File: config.mk
export PLATFORM = sky130hd
export DESIGN_NAME = rc5_stream_port_flat
export DESIGN_NICKNAME = d
export VERILOG_FILES = /design/src/rtl/rc5_stream_if.sv /design/src/rtl/rc5_stream_port.sv /design/src/flat_wrapper.sv
export SDC_FILE = /design/constraint.sdc
export NUM_CORES = 1
export LEC_CHECK = 0
export BUFFER_PORTS_ARGS = -buffer_cell sky130_fd_sc_hd__buf_2
export CAP_MARGIN = 15
export CELL_PAD_IN_SITES_DETAIL_PLACEMENT = 1
export CELL_PAD_IN_SITES_GLOBAL_PLACEMENT = 2
export CORE_MARGIN = 3
export CORE_UTILIZATION = 36
export CTS_CLUSTER_DIAMETER = 100
export CTS_CLUSTER_SIZE = 30
export DETAILED_ROUTE_END_ITERATION = 10
export PLACE_DENSITY = 0.84
export SLEW_MARGIN = 20
export SYNTH_ARGS = -nofsm -noshare
export SYNTH_HDL_FRONTEND = slang
export SYNTH_SLANG_ARGS = --single-unit
File: constraint.sdc
create_clock -name clk -period 11.7 [get_ports clk]
set_input_delay 1.17 -clock clk [delete_from_list [all_inputs] [get_ports clk]]
set_output_delay 1.17 -clock clk [all_outputs]
set_load 0.005 [all_outputs]
File: src/rtl/rc5_stream_if.sv
// Stream bundle between the pin/serial side and the RC5 core port wrapper.
interface rc5_stream_if #(
  parameter int unsigned W     = 64,
  parameter int unsigned N_IN  = 4,
  parameter int unsigned N_OUT = 4
);
  logic [W-1:0]       serial_port_in;
  logic               iInValid;
  logic               iInSof;
  logic               oInReady;
  logic [N_IN*W-1:0]  oParOut;
  logic               oParValid;
  logic               iParReady;
  logic [N_OUT*W-1:0] iParIn;
  logic               iParInValid;
  logic               oParInReady;
  logic [W-1:0]       serial_port_out;
  logic               oOutValid;
  logic               oOutLast;
  logic               iOutReady;
  logic               oRxErr;

  modport slave (
    input  serial_port_in, iInValid, iInSof, iParReady, iParIn, iParInValid, iOutReady,
    output oInReady, oParOut, oParValid, oParInReady, serial_port_out, oOutValid, oOutLast, oRxErr
  );

  modport master (
    output serial_port_in, iInValid, iInSof, iParReady, iParIn, iParInValid, iOutReady,
    input  oInReady, oParOut, oParValid, oParInReady, serial_port_out, oOutValid, oOutLast, oRxErr
  );
endinterface

File: src/rtl/rc5_stream_port.sv
// Framed valid/ready port around the RC5 core: deserialises N_IN RX words, serialises N_OUT TX words.
// Define RC5_STREAM_STATS_EN to add RX/TX frame counters and a saturating RX-error counter.
module rc5_stream_port #(
  parameter int unsigned W     = 64,
  parameter int unsigned N_IN  = 4,
  parameter int unsigned N_OUT = 4
) (
  input  logic clk,
  input  logic rst_n,
  rc5_stream_if.slave bus
`ifdef RC5_STREAM_STATS_EN
  ,
  output logic [15:0] oRxFrames,
  output logic [15:0] oTxFrames,
  output logic [7:0]  oRxErrCnt
`endif
);
  localparam int unsigned RX_IW = $clog2(N_IN);
  localparam int unsigned TX_IW = $clog2(N_OUT);
  localparam logic [RX_IW-1:0] RX_LAST = RX_IW'(N_IN - 1);
  localparam logic [TX_IW-1:0] TX_LAST = TX_IW'(N_OUT - 1);

  typedef enum logic {RX_FILL, RX_HOLD} rxState_t;
  typedef enum logic {TX_IDLE, TX_SEND} txState_t;

  rxState_t          rxState, rxStateNext;
  txState_t          txState, txStateNext;
  logic [RX_IW-1:0]  rxIdx, rxIdxNext, rxSlot;
  logic [TX_IW-1:0]  txIdx, txIdxNext;
  logic [W-1:0]      asmReg [N_IN];
  logic [W-1:0]      txBuf [N_OUT];
  logic [N_IN*W-1:0] asmFlat;
  logic              rxWrite, rxLoad, rxErrNext, parConsume;
  logic              txCapture, txFrameDone, txValidNext, txLastNext;
  logic [W-1:0]      txWordNext;

  assign txFrameDone     = bus.oOutValid && bus.iOutReady && bus.oOutLast;
  assign bus.oInReady    = (rxState == RX_FILL);
  assign bus.oParInReady = (txState == TX_IDLE) || txFrameDone;
  assign parConsume      = bus.oParValid && bus.iParReady;
  assign txCapture       = bus.iParInValid && bus.oParInReady;

  // State registers
  always_ff @(posedge clk) begin
    if (!rst_n) begin
      rxState <= RX_FILL;
      txState <= TX_IDLE;
    end else begin
      rxState <= rxStateNext;
      txState <= txStateNext;
    end
  end

  // RX next-state: slot write, frame hand-off to the output register, truncation detect
  always_comb begin
    rxStateNext = rxState;
    rxIdxNext   = rxIdx;
    rxWrite     = 1'b0;
    rxLoad      = 1'b0;
    rxErrNext   = 1'b0;
    rxSlot      = bus.iInSof ? '0 : rxIdx;
    case (rxState)
      RX_FILL: begin
        if (bus.iInValid) begin
          rxWrite = 1'b1;
          if (bus.iInSof) begin
            rxIdxNext = RX_IW'(1);
            rxErrNext = (rxIdx != '0);
          end else if (rxIdx == RX_LAST) begin
            rxIdxNext = '0;
            if (!bus.oParValid || bus.iParReady) rxLoad = 1'b1;
            else rxStateNext = RX_HOLD;
          end else begin
            rxIdxNext = rxIdx + RX_IW'(1);
          end
        end
      end
      RX_HOLD: begin
        if (parConsume) begin
          rxLoad      = 1'b1;
          rxStateNext = RX_FILL;
        end
      end
      default: rxStateNext = RX_FILL;
    endcase
  end

  // Assembly view including the word being written this cycle, so a frame completes with no bubble
  always_comb begin
    asmFlat = '0;
    for (int unsigned k = 0; k < N_IN; k++) begin
      asmFlat[k*W +: W] = (rxWrite && (RX_IW'(k) == rxSlot)) ? bus.serial_port_in : asmReg[k];
    end
  end

  always_ff @(posedge clk) begin
    if (rxWrite) asmReg[rxSlot] <= bus.serial_port_in;
  end

  always_ff @(posedge clk) begin
    if (!rst_n) begin
      rxIdx         <= '0;
      bus.oParOut   <= '0;
      bus.oParValid <= 1'b0;
      bus.oRxErr    <= 1'b0;
    end else begin
      rxIdx      <= rxIdxNext;
      bus.oRxErr <= rxErrNext;
      if (rxLoad) begin
        bus.oParOut   <= asmFlat;
        bus.oParValid <= 1'b1;
      end else if (parConsume) begin
        bus.oParValid <= 1'b0;
      end
    end
  end

  // TX next-state: capture starts a frame, each accepted word advances, last word may chain a capture
  always_comb begin
    txStateNext = txState;
    txIdxNext   = txIdx;
    txValidNext = bus.oOutValid;
    txLastNext  = bus.oOutLast;
    txWordNext  = bus.serial_port_out;
    if (txCapture) begin
      txStateNext = TX_SEND;
      txIdxNext   = '0;
      txValidNext = 1'b1;
      txLastNext  = (TX_LAST == '0);
      txWordNext  = bus.iParIn[W-1:0];
    end else if (txState == TX_SEND && bus.oOutValid && bus.iOutReady) begin
      if (bus.oOutLast) begin
        txStateNext = TX_IDLE;
        txValidNext = 1'b0;
        txLastNext  = 1'b0;
      end else begin
        txIdxNext  = txIdx + TX_IW'(1);
        txLastNext = (txIdxNext == TX_LAST);
        txWordNext = txBuf[txIdxNext];
      end
    end
  end

  always_ff @(posedge clk) begin
    if (txCapture) begin
      for (int unsigned k = 0; k < N_OUT; k++) txBuf[k] <= bus.iParIn[k*W +: W];
    end
  end

  always_ff @(posedge clk) begin
    if (!rst_n) begin
      txIdx               <= '0;
      bus.serial_port_out <= '0;
      bus.oOutValid       <= 1'b0;
      bus.oOutLast        <= 1'b0;
    end else begin
      txIdx               <= txIdxNext;
      bus.serial_port_out <= txWordNext;
      bus.oOutValid       <= txValidNext;
      bus.oOutLast        <= txLastNext;
    end
  end

`ifdef RC5_STREAM_STATS_EN
  // Frame counters wrap; the error counter sticks at its maximum
  always_ff @(posedge clk) begin
    if (!rst_n) begin
      oRxFrames <= '0;
      oTxFrames <= '0;
      oRxErrCnt <= '0;
    end else begin
      if (rxLoad) oRxFrames <= oRxFrames + 16'd1;
      if (txFrameDone) oTxFrames <= oTxFrames + 16'd1;
      if (bus.oRxErr && (oRxErrCnt != 8'hFF)) oRxErrCnt <= oRxErrCnt + 8'd1;
    end
  end
`endif
endmodule
File: src/flat_wrapper.sv
// flat-port wrapper written by rule: the top's interface ports become plain ports
module rc5_stream_port_flat 
#(
  parameter int unsigned W     = 64,
  parameter int unsigned N_IN  = 4,
  parameter int unsigned N_OUT = 4
)
  (clk, rst_n, bus_serial_port_in, bus_iInValid, bus_iInSof, bus_iParReady, bus_iParIn, bus_iParInValid, bus_iOutReady, bus_oInReady, bus_oParOut, bus_oParValid, bus_oParInReady, bus_serial_port_out, bus_oOutValid, bus_oOutLast, bus_oRxErr);
  rc5_stream_if #(.W(W), .N_IN(N_IN), .N_OUT(N_OUT)) bus_i ();
  input  logic clk;
  input  logic rst_n;
  input wire logic [$bits(bus_i.serial_port_in)-1:0] bus_serial_port_in;
  input wire logic [$bits(bus_i.iInValid)-1:0] bus_iInValid;
  input wire logic [$bits(bus_i.iInSof)-1:0] bus_iInSof;
  input wire logic [$bits(bus_i.iParReady)-1:0] bus_iParReady;
  input wire logic [$bits(bus_i.iParIn)-1:0] bus_iParIn;
  input wire logic [$bits(bus_i.iParInValid)-1:0] bus_iParInValid;
  input wire logic [$bits(bus_i.iOutReady)-1:0] bus_iOutReady;
  output wire logic [$bits(bus_i.oInReady)-1:0] bus_oInReady;
  output wire logic [$bits(bus_i.oParOut)-1:0] bus_oParOut;
  output wire logic [$bits(bus_i.oParValid)-1:0] bus_oParValid;
  output wire logic [$bits(bus_i.oParInReady)-1:0] bus_oParInReady;
  output wire logic [$bits(bus_i.serial_port_out)-1:0] bus_serial_port_out;
  output wire logic [$bits(bus_i.oOutValid)-1:0] bus_oOutValid;
  output wire logic [$bits(bus_i.oOutLast)-1:0] bus_oOutLast;
  output wire logic [$bits(bus_i.oRxErr)-1:0] bus_oRxErr;
  assign bus_i.serial_port_in = bus_serial_port_in;
  assign bus_i.iInValid = bus_iInValid;
  assign bus_i.iInSof = bus_iInSof;
  assign bus_i.iParReady = bus_iParReady;
  assign bus_i.iParIn = bus_iParIn;
  assign bus_i.iParInValid = bus_iParInValid;
  assign bus_i.iOutReady = bus_iOutReady;
  assign bus_oInReady = bus_i.oInReady;
  assign bus_oParOut = bus_i.oParOut;
  assign bus_oParValid = bus_i.oParValid;
  assign bus_oParInReady = bus_i.oParInReady;
  assign bus_serial_port_out = bus_i.serial_port_out;
  assign bus_oOutValid = bus_i.oOutValid;
  assign bus_oOutLast = bus_i.oOutLast;
  assign bus_oRxErr = bus_i.oRxErr;
  rc5_stream_port #(.W(W), .N_IN(N_IN), .N_OUT(N_OUT)) u_core (.clk(clk), .rst_n(rst_n), .bus(bus_i));
endmodule
==> flow_metrics.tcl, run 1 <==
set metrics [dict create \
    crit_type "input port to register" \
    start_util_pct 36.4 \
    grt_overflow 0 \
    rsz0062_at_grt "false" \
    ys_seq_elements 841 \
    drt_pass1_iterations 5 \
    area_growth_pct 17.8 \
    ys.flop_type "edfxtp_1" \
    tightest_slew_ns 1.10 \
    period_share_pct 36.0 \
    async_reset_ff_share_pct 0 \
    slowest_stage "buf_4" \
    routed_wirelength_mm 87.5 \
    worstPathMaxFanout 96 \
    synthTopCellsByArea "edfxtp_1 52%, dfxtp_1 22%, nand2_1 7.4%, a21oi_1 5.5%, mux4_2 4.9%" \
    critPathLaunchType "input port" \
    min_to "u_core.bus.oParOut[69]" \
    insertion_delay_ns 0.59 \
    cts_setup_buffers 0 \
    min_from "u_core.bus.oParOut[69]" \
    worstPathCellList "buf_2 > and3b_1 > o22a_4 > buf_4 > buf_4 > o21ai_0 > a21oi_1" \
    synthDistinctLibCells 32 \
    antenna_left 0 \
    r2r-end "u_core.bus.oParOut[225]" \
    crit_path_end_kind "register" \
    postCtsHoldBufs 0 \
    ys_seq_area_share_pct 74.7 \
    die_area_sq_mm 0.0851 \
    via_per_inst 5.08 \
    clkTransAtPathRegs_ns 0.11 \
    dp.final_hpwl_mm 60.0 \
    nets 3087 \
    core_sq_mm 0.0807 \
    peakVddDrop_uv 95.8 \
    clock_sinks 841 \
    yosysMostFrequentCell "nand2_1" \
    max-slew-margin-rel_pct 26.4 \
    synth_top_area_share_pct 52.3 \
    fp.dieH_um 292 \
    port_buffers 652 \
    required_ns 12.22 \
    rrSetupSlack_ns 7.60 \
    critPathArrivalTime_ns 4.73 \
    placedInstanceArea_sq_mm 0.0334 \
    max_freq_mhz 237 \
    cts_tree "done" \
    cts_resized 0 \
    grt_max_degree 147 \
    grt_pass1_vias 20659 \
    hold_depth 2 \
    grt_pass1_wl_mm 129 \
    maxCapViolations 0 \
    finalHoldViolCount 0 \
    synth_commonest_cells "581 x nand2_1, 512 x edfxtp_1, 329 x dfxtp_1, 324 x a21oi_1, 106 x o21ai_0" \
    utilization_pct 42.9 \
    wl_per_cell_um 22.7 \
    grt_use_total_pct 19.8 \
    hold_class "register to register" \
    r2r_cells 7 \
    gp_congestion 0.836 \
    drt_iter0_drc 1251 \
    syn_nets 2522 \
    drive_above_1_share_pct 28.7 \
    ys_warn_count 0 \
    clock_skew_ns 0.0357 \
    cts_root_buf "clkbuf_16" \
    power_density_mw_per_mm2 151 \
    antenna_found_initial 26 \
    drc 0 \
    die_width_um 292 \
    placed_cells 3778 \
    status "complete, no violations" \
    critPathBufInv 3 \
    drv_slew 0 \
    finalSetupTns_ns 0 \
    num_rows 104 \
    setup_viol 0 \
    critPathMostFrequentCell "buf_4" \
    avgSynthCellArea_sq_um 13.4 \
    post-route-min-period_ns 4.21 \
    pin_count 653 \
    numCtsBuffers 37 \
    instances_no_fill 3861 \
    h-tree-depth 2 \
    crit_family "buffers and inverters" \
    p_leak_nw 12.9 \
    yosysTopAreaCell "edfxtp_1" \
    syn_inst 2192 \
    post-route-cell-area_sq_mm 0.0346 \
    synthesis.area_sq_mm 0.0294 \
    clockBufferDepth 3 \
    cpPeakStageDelay_ns 0.91 \
    synth_edf_count 512 \
    vias 19602 \
    rr_startpoint "u_core.rxIdx[1]" \
]
-- cell usage in the layout, fill, tap and decap left out, types with 2 or more instances in the layout --
cell,Yosys,final
dfxtp_1,329,328
buf_2,41,651
nand2_1,581,579
o21ai_1,24,24
clkbuf_16,0,40
buf_4,34,19
edfxtp_1,512,512
a31oi_1,65,65
a211oi_1,2,2
inv_8,0,3
inv_1,9,7
ha_1,3,2
clkbuf_1,48,21
clkinv_16,0,3
nor3_1,2,2
a21oi_1,324,324
buf_6,17,2
o21ai_0,106,106
diode_2,0,15
nand2b_1,3,3
mux4_2,64,64
nor2_1,8,7
-- worst max path at each step --
stage	end	depth (start not counted)	startpoint
2_1_floorplan	u_core.txBuf[0][0]	4	bus_iOutReady
3_3_place_gp	u_core.bus.oParOut[110]	8	bus_iInSof
3_5_place_dp	u_core.bus.oParOut[64]	8	bus_iInSof
4_1_cts	u_core.bus.oParOut[64]	8	bus_iInSof
5_1_grt	u_core.bus.oParOut[222]	7	bus_iInSof
6_report	u_core.bus.oParOut[225]	7	bus_iInSof
-- cell families after synthesis --
logic type      Yosys count  share of synthesized area (%)
flops                   841                           74.7
simple gates            600                           7.78
xor+xnor                  1                         0.0298
compound gates          526                           9.35
mux                      64                           4.90
buf+inv                 157                           3.07
fa+ha+maj                 3                          0.128
-- layout make-up --
cell class              count  area [sq um]
fillers                  8659         46000
diodes                     15          37.5
flip-flops and latches    841         22000
multi-input cells        1194          6570
clock inverters             7           146
inverters                  10          55.1
repair buffers            673          3450
well taps                1060          1330
clock buffers              61          1080
-- through the flow --
step	power, W	hold slack [ns]	setup WS (ns)
after floorplan	0.00352	0.453	2.41
after global placement	0.00367	0.438	7.00
after detailed placement	0.00369	0.445	6.81
after CTS	0.00530	0.460	7.46
after global routing	0.00543	0.478	7.27
final	0.00524	0.458	7.49
-- where the power goes --
part / total [W] / leakage [nW] / internal, W / switching (W)
logic: 0.000324 / 4.85 / 0.000124 / 0.000200
clock network: 0.00163 / 0.579 / 0.000672 / 0.000953
registers: 0.00329 / 7.46 / 0.00325 / 0.0000414
-- per-layer routing --
metal | wire (um) | track usage (%) | up-vias
li1 | - | - | 8951
met2 | 43000 | 34.3 | 676
met5 | 153 | 0 | -
met4 | 2600 | 5.88 | 22
met3 | 6460 | 4.84 | 120
met1 | 35300 | 24.5 | 9833
-- registers in the layout, indices dropped and copies added, names as in the netlist --
signal                      cells
u_core.bus.oOutLast             1
u_core.rxState                  1
u_core.asmReg                 256
u_core.txBuf                  256
u_core.rxIdx                    2
u_core.bus.oParOut            256
u_core.bus.oParValid            1
u_core.bus.serial_port_out     64
u_core.txIdx                    2
u_core.bus.oRxErr               1
u_core.txState                  1
-- tightest hold or removal path, cell delays in order (launching register included) --
cell and delay, ns:
dfxtp_1 0.32, nand2_1 0.05, a21oi_1 0.05
No activity file was read; power rests on OpenSTA's default activity.
==> run 2: changes to the inputs <==
==> constraint.sdc (replaced) <==
create_clock -name clk -period 4.05 [get_ports clk]
set_input_delay 0.405 -clock clk [delete_from_list [all_inputs] [get_ports clk]]
set_output_delay 0.405 -clock clk [all_outputs]
set_load 0.005 [all_outputs]
==> run 2 against run 1 <==
  * The flow now finishes with violations (DRC)
  * First-iteration DRC count up 21%
  * Sequential share of layout area decreased by 4.5 points
  * Setup slack worse by 6.0 ns
==> flow_metrics.tcl, run 2 (synthesized netlist as in run 1, its figures left out) <==
set metrics [dict create \
    clkTransAtPathRegs_ns 0.12 \
    rr_startpoint "u_core.txIdx[0]" \
    start_util_pct 36.4 \
    cpPeakStageDelay_ns 0.67 \
    fp.dieH_um 292 \
    critPathLaunchType "register" \
    drv_slew 0 \
    grt_pass1_wl_mm 143 \
    clock_sinks 841 \
    crit_path_end_kind "register" \
    clock_skew_ns 0.0429 \
    grt_pass1_vias 22430 \
    cts_root_buf "clkbuf_16" \
    critPathArrivalTime_ns 3.03 \
    clockBufferDepth 3 \
    hold_depth 1 \
    wl_per_cell_um 23.4 \
    worstPathMaxFanout 49 \
    cts_tree "done" \
    reg.largest.list "u_core.asmReg x256, u_core.bus.oParOut x256, u_core.txBuf x256" \
    die_width_um 292 \
    status "finished, violations left" \
    pin_count 653 \
    tightest_slew_ns 1.11 \
    placed_cells 3782 \
    final_cell_mix "651 x buf_2, 579 x nand2_1, 512 x edfxtp_1" \
    drc 4 \
    h-tree-depth 2 \
    min_from "bus_iParIn[16]" \
    cts_setup_buffers 0 \
    nets 3342 \
    worstPathCellList "inv_1 > ha_2 > buf_12 > mux4_2 > nand2_1 > a31oi_1" \
    violations "DRC" \
    gp_congestion 0.828 \
    min_to "u_core.txBuf[0][16]" \
    numCtsBuffers 37 \
    period_share_pct 62.7 \
    antenna_found_initial 11 \
    finalHoldViolCount 0 \
    drt_iter0_drc 1518 \
    peakVddDrop_uv 355 \
    r2r-end "u_core.bus.serial_port_out[34]" \
    crit_type "register to register" \
    power_w 0.0154 \
    critPathLaunch "u_core.txIdx[0]" \
    max_freq_mhz 394 \
    r2r_cells 6 \
    post-route-cell-area_sq_mm 0.0373 \
    core_sq_mm 0.0807 \
    antenna_left 0 \
    required_ns 4.54 \
    rsz0062_at_grt "false" \
    num_rows 104 \
    die_area_sq_mm 0.0851 \
    maxCapViolations 0 \
    area_growth_pct 26.8 \
    vias 21043 \
    port_buffers 652 \
    finalSetupTns_ns 0 \
    grt_max_degree 149 \
    critPathBufInv 2 \
    crit_family "adder cells" \
    insertion_delay_ns 0.60 \
    power_density_mw_per_mm2 414 \
    routed_wirelength_mm 96.3 \
    mostFrequentLayoutCell "buf_2" \
    max-slew-margin-rel_pct 25.7 \
    p_leak_nw 14.0 \
    grt_use_total_pct 22.0 \
    hold_class "input port to register" \
    dp.final_hpwl_mm 60.6 \
    grt_overflow 0 \
    instances_no_fill 4112 \
    setup_viol 0 \
    via_per_inst 5.12 \
    drt_pass1_iterations 10 \
    placedInstanceArea_sq_mm 0.0335 \
    post-route-min-period_ns 2.54 \
    rrSetupSlack_ns 1.51 \
    drive_above_1_share_pct 26.4 \
    slowest_stage "ha_2" \
]
-- run 2: cell types whose count changed in the layout (fill, tap and decap cells not counted), moves of 2 or more --
cell           delta
buf_6             -2
buf_4             -6
dlygate4sd3_1   +251
diode_2           -4
inv_8             -2
buf_12           +13
-- run 2: per-layer routing --
layer / share of wire, % / wire length, um / track usage (%) / up-vias
li1: - / - / - / 9460
met4: 4.4 / 4210 / 8.81 / 4
met3: 8.3 / 7980 / 6.17 / 172
met1: 39 / 37300 / 26.6 / 10533
met2: 49 / 46800 / 37.1 / 874
met5: 0.031 / 30 / 0 / -
-- run 2: area by class of cell --
type	count	area (sq um)
Clock inverter	9	144
Clock buffer	59	1050
Inverter	10	52.6
Fill cell	8524	43400
Multi-Input combinational cell	1194	6580
Tap cell	1060	1330
Antenna cell	11	27.5
Timing Repair Buffer	928	6130
Sequential cell	841	22000
-- run 2: how the worst max path moves through the flow --
stage                                           endpoint  slack (ns)  depth (start not counted)
after detailed placement  u_core.bus.serial_port_out[33]        1.56                          6
final                     u_core.bus.serial_port_out[34]        1.51                          6
after CTS                 u_core.bus.serial_port_out[33]        1.53                          6
after global routing      u_core.bus.serial_port_out[34]        1.39                          6
after global placement    u_core.bus.serial_port_out[56]        1.66                          6
after floorplan                      u_core.asmReg[0][0]        0.20                          2
-- run 2: worst register-to-register path, delay by kind of cell (launching register included) --
family,cells,cell delay (ns)
adders and majority gates,1,0.67
AOI/OAI and AO/OA,1,0.33
buffers and inverters,2,0.46
and+or+nand+nor,1,0.07
DFF,1,0.58
muxes,1,0.33
-- run 2: repair_timing --
action	4_1_cts	5_1_grt
resized for setup	0	0
endpoints found under the hold margin	254	0
hold buffers	251	0
-- run 2: stage by stage --
stage / hold WS, ns / util, % / setup WS [ns]
detailed placement: 0.445 / 41.6 / 1.56
global route: 0.000222 / 46.2 / 1.39
CTS: 0.00198 / 46.2 / 1.53
finish: 0.0470 / 46.2 / 1.51
global placement: 0.439 / 41.6 / 1.66
floorplan: 0.453 / - / 0.200
-- run 2: power breakdown --
group	switching (W)	internal, W
registers	0.000133	0.00939
logic	0.000679	0.000532
clock network	0.00280	0.00190
total	0.00361	0.0118
